[src/rtl/button_conditioner.sv]
// button_conditioner: per-button two-flop synchronizer, optional stability debouncer and edge pulses.
// Define BTN_DEBOUNCE_EN to compile in the per-bit debounce counters; otherwise level follows sync2.
module button_conditioner #(
  parameter int NUM_BTN         = 5,
  parameter int DEBOUNCE_CYCLES = 12000
) (
  input  logic               clk,
  input  logic               rst,
  input  logic [NUM_BTN-1:0] btn_in,
  output logic [NUM_BTN-1:0] btn_level,
  output logic [NUM_BTN-1:0] pushed,
  output logic [NUM_BTN-1:0] released,
  output logic               any_pushed
);

  // Next-cycle edge pulses, one bit per button; registered below.
  logic [NUM_BTN-1:0] push_d;
  logic [NUM_BTN-1:0] rel_d;

  // Illegal configurations (DEBOUNCE_CYCLES < 2) elaborate to no logic.
  if (DEBOUNCE_CYCLES >= 2) begin : g_cfg

    for (genvar i = 0; i < NUM_BTN; i++) begin : g_btn
      logic sync1;
      logic sync2;
      logic level;

`ifdef BTN_DEBOUNCE_EN
      localparam int CNT_W = $clog2(DEBOUNCE_CYCLES);
      localparam logic [CNT_W-1:0] CNT_LAST = CNT_W'(DEBOUNCE_CYCLES - 1);
      localparam logic [CNT_W-1:0] CNT_ONE  = CNT_W'(1);

      logic [CNT_W-1:0] cnt;
      logic             differ;
      logic             accept;

      // A change is accepted only after sync2 has disagreed with level for
      // DEBOUNCE_CYCLES consecutive edges; any agreement restarts the count.
      assign differ = (sync2 != level);
      assign accept = differ && (cnt == CNT_LAST);

      assign push_d[i] = accept & sync2;
      assign rel_d[i]  = accept & ~sync2;

      always_ff @(posedge clk) begin
        if (rst) begin
          sync1 <= 1'b0;
          sync2 <= 1'b0;
          level <= 1'b0;
          cnt   <= '0;
        end else begin
          sync1 <= btn_in[i];
          sync2 <= sync1;
          if (!differ) begin
            cnt <= '0;
          end else if (accept) begin
            level <= sync2;
            cnt   <= '0;
          end else begin
            cnt <= cnt + CNT_ONE;
          end
        end
      end
`else
      assign push_d[i] = sync2 & ~level;
      assign rel_d[i]  = ~sync2 & level;

      always_ff @(posedge clk) begin
        if (rst) begin
          sync1 <= 1'b0;
          sync2 <= 1'b0;
          level <= 1'b0;
        end else begin
          sync1 <= btn_in[i];
          sync2 <= sync1;
          level <= sync2;
        end
      end
`endif

      assign btn_level[i] = level;
    end

    always_ff @(posedge clk) begin
      if (rst) begin
        pushed     <= '0;
        released   <= '0;
        any_pushed <= 1'b0;
      end else begin
        pushed     <= push_d;
        released   <= rel_d;
        any_pushed <= |push_d;
      end
    end
  end

endmodule
[config.mk]
export PLATFORM = sky130hd
export DESIGN_NAME = button_conditioner
export DESIGN_NICKNAME = d
export VERILOG_FILES = /design/src/rtl/button_conditioner.sv
export SDC_FILE = /design/constraint.sdc
export NUM_CORES = 1
export LEC_CHECK = 0
export CAP_MARGIN = 20
export CORE_ASPECT_RATIO = 1.1
export CORE_UTILIZATION = 47
export CTS_CLUSTER_SIZE = 24
export DETAILED_ROUTE_END_ITERATION = 6
export PLACE_DENSITY = 0.79
export SETUP_SLACK_MARGIN = 0.3
export SLEW_MARGIN = 0
export SYNTH_ARGS = -nofsm -noshare
export SYNTH_HDL_FRONTEND = slang
export SYNTH_SLANG_ARGS = --single-unit
[constraint.sdc]
create_clock -name clk -period 1.6 [get_ports clk]
set_clock_uncertainty 0.05 [all_clocks]
set_input_delay 0.4 -clock clk [delete_from_list [all_inputs] [get_ports clk]]
set_output_delay 0.4 -clock clk [all_outputs]
set_load 0.02 [all_outputs]
# Yosys cells after proc, flatten, opt, wreduce, memory -nomap -nowiden
# Index checks and enable logic that the tools add are counted.
[totals] out_inout_bits=16 word_cells=39 regBits=26 in_bits=7
[op_classes] n_bitwise=20 n_reduce_logical=1
[op_table] op="1-bit AND" count=10
[op_table] op="1-bit inverter" count=10
[op_table] op="5-bit OR reduction" count=1

# Depth between registers and ports, before layout
[depth] word_depth=3 mapped_depth=3 depth_no_buf=3

# Worst setup path before layout
# OpenSTA, ideal clock, no wires.
[synth_timing] kind="register -> register" startpoint="register g_cfg.g_btn[1].level" endpoint="register any_pushed" slack_ns=0.661 required_ns=1.416 n_path_buf=0 path_stages_with_launch=4 synth_period_minus_slack_ns=0.939 arrival_ns=0.755 setup_time_ns=0.134 path_cell_list="dfxtp_1 -> inv_1 -> a222oi_1 -> a31oi_1"
[synth_via] elab_chain_cells=3
[synth_lines] item="start, declared" line_no="26" source="logic level;"
[synth_lines] item="start signal, assigned" line_no="76" source="level <= sync2;"
[synth_lines] item="1-bit inverter" line_no="65" source="assign push_d[i] = sync2 & ~level;"
[synth_lines] item="1-bit AND" line_no="65"
[synth_lines] item="5-bit OR reduction" line_no="92" source="any_pushed <= |push_d;"
[synth_lines] item="end signal, assigned" line_no="92"
[synth_lines] item="end, declared" line_no="13" source="output logic any_pushed"
# No other way between the ends.
# A chain may end at the register's enable or synchronous reset.

# Worst setup path in the final report
[layout_timing] startpoint="register g_cfg.g_btn[2].level" endpoint="output btn_level[2]"
[layout_lines] item="start, declared" line_no="26"
[layout_lines] item="start signal, assigned" line_no="76"
[layout_lines] item="end, declared" line_no="10" source="output logic [NUM_BTN-1:0] btn_level,"
# No word-level cell between the ends.

==> qor.yml <==
sta:
  setup_violations: 0
  fin_setup_tns_ns: 0
  worst_pin_slew_ns: 0.285
  rsz0062_at_grt: "true"
  slew_headroom_pct: 81.0
  period_share_pct: 78.9
  finalHoldViolations: 0
  fin_crit_ns: 1.26
  fmax_ghz: 0.793
  slew_violations: 0
worst_setup_path:
  crit_family: "flip-flops"
  endpoint: "btn_level[2]"
  critPathLaunchType: "register"
  slowest_delay_ns: 0.35
  critPathMaxFanout: 4
  crit_path_top_delay_cell: "dfxtp_2"
  r2r_start: "g_cfg.g_btn[1].level"
  startpoint: "g_cfg.g_btn[2].level"
  path_cells: "buf_4"
  cp_num_buf_inv: 1
  critPathKind: "reg2out"
  cp.depth: 1
  reg2reg_slack_ns: 0.55
  endpoint_kind: "primary output"
  reg2reg_depth: 3
  reg2reg_to: "any_pushed"
  worstPathArrival_ns: 0.81
  required_ns: 1.15
finish:
  syn_to_final_growth_pct: 25.4
  drive_above_1_share_pct: 34.9
  design_area_um2: 996
  final_core_util_pct: 63.2
  nets: 94
  num_antenna_cells: 0
  fin_cells: 103
place:
  dpl_cell_area_um2: 996
  place_hpwl_um: 708
  place_inst: 98
  gp_congestion: 0.610
  io_buffers: 22
routing:
  finalWirelength_um: 970
  wl_per_cell_um: 9.42
  drcViolationCount: 0
  vias: 456
  drt-pass1-iter-count: 4
  vias_per_cell: 4.43
  drtIter0Drc: 7
  antenna_left: 0
die:
  dieArea_um2: 1860
  initial_core_util_pct: 50.4
  rows: 15
  die_y_um: 45.1
  io_pins: 23
  die_w_um: 41.2
  core-area_um2: 1580
synth:
  synth_area_leaders: "dfxtp_1 (66%), nor2b_1 (11%), buf_4 (4.7%)"
  synth_top_cell_by_area: "dfxtp_1"
  synth_nets: 72
  netlist_area_um2: 795
  synth.top_cells.by_count: "dfxtp_1 (26), nor2b_1 (14), buf_4 (5)"
  netlist_instances: 65
  yosys_register_bits: 26
  syn_area_per_cell_um2: 12.2
  ys_seq_area_share_pct: 65.5
  yosysMostFrequentCell: "dfxtp_1"
  synth_cell_type_count: 13
  yosysTopAreaCellShare_pct: 65.5
  ys_warn_count: 0
  synthArstFlopShare_pct: 0
  synth_edf_count: 0
  ys.flop_type: "dfxtp_1"
clock_tree:
  clk_pin_slew_ns: 0.14
  cts_root_buf: "clkbuf_4"
  clk_path_buf_depth: 2
  htreeDepth: 1
  numClockSinks: 26
  clk_latency_ns: 0.31
  cts_tree: "built"
  cts_buffers: 3
global_routing:
  grt_pass1_vias: 399
  grt_max_degree: 22
  antenna_found_initial: 0
  grt_pass1_wl_mm: 1.53
  grt_usage_pct: 12.3
  overflow: 0
hold_path:
  min_path_type: "reg2reg"
pwr:
  p_leak_nw: 0.436
  powerDensity_nw_per_um2: 1190
  ir_drop_mv: 0.545
job:
  drv_cap: 0
outcome:
  status: "finished clean"
per-stage QoR:
stage / setup WS (ns) / hold WS (ns) / power (mW)
final: 0.338 / 0.388 / 1.18
after global placement: 0.141 / 0.368 / 0.775
after floorplan: 0.661 / 0.361 / 0.741
after detailed placement: 0.129 / 0.377 / 0.778
after global routing: 0.293 / 0.413 / 1.24
after CTS: 0.300 / 0.387 / 1.19
sequential cells by signal (all words and copies together), names as in the netlist:
register	cells
g_cfg.g_btn.sync2	5
any_pushed	1
released	5
pushed	5
g_cfg.g_btn.sync1	5
g_cfg.g_btn.level	5
report_power, final:
group | switching, mW | internal, mW
Combinational | 0.0348 | 0.0431
Sequential | 0.00805 | 0.670
Clock | 0.176 | 0.253
cell usage in the layout (no fill, tap or decap), types with 3 or more instances in the layout:
| cell | n |
|---|---|
| buf_4 | 8 |
| buf_2 | 9 |
| clkbuf_4 | 3 |
| nor2b_1 | 14 |
| inv_1 | 3 |
| nor2b_2 | 3 |
| dfxtp_1 | 24 |
| nor3_1 | 3 |
| clkdlybuf4s50_1 | 6 |
cell families (layout without fill, tap and decap cells):
group | count (synthesis) | after routing | synth area share [%]
simple gates | 27 | 27 | 23.5
flops | 26 | 26 | 65.5
compound gates | 2 | 2 | 2.05
buf+inv | 10 | 31 | 8.98
timing repair:
action / in CTS / in global routing
pin swaps: 0 / 0
cloned: 0 / 0
gates resized for setup: 66 / 7
buffers inserted: 0 / 1
hold buffers: 0 / 0
endpoints found under the setup margin: 16 / 7
layout make-up:
cell class	instances	area, µm²
timing repair buffer	24	185
clock buffer	3	22.5
tap	17	21.3
inverter	3	11.3
clock inverter	1	30.0
fill	139	581
multi-input combinational	29	203
sequential	26	523
how the worst min path moves through the flow:
| stage | slack, ns | cells after the start | startpoint | end |
|---|---|---|---|---|
| after detailed placement | 0.38 | 1 | g_cfg.g_btn[0].sync1 | g_cfg.g_btn[0].sync2 |
| after global routing | 0.41 | 1 | g_cfg.g_btn[2].level | pushed[2] |
| final | 0.39 | 1 | g_cfg.g_btn[2].level | pushed[2] |
| after global placement | 0.37 | 1 | g_cfg.g_btn[4].sync1 | g_cfg.g_btn[4].sync2 |
| after CTS | 0.39 | 1 | g_cfg.g_btn[0].level | pushed[0] |
| after floorplan | 0.36 | 1 | g_cfg.g_btn[3].sync2 | released[3] |
routing by layer:
metal / GRT usage [%] / wire [µm] / up-vias
li1: - / - / 238
met1: 14.2 / 379 / 201
met2: 19.7 / 504 / 15
met3: 2.96 / 74 / 2
met4: 7.74 / 12 / 0
met5: 0 / 0 / -
Note: power is estimated with default switching activity, not from simulation.
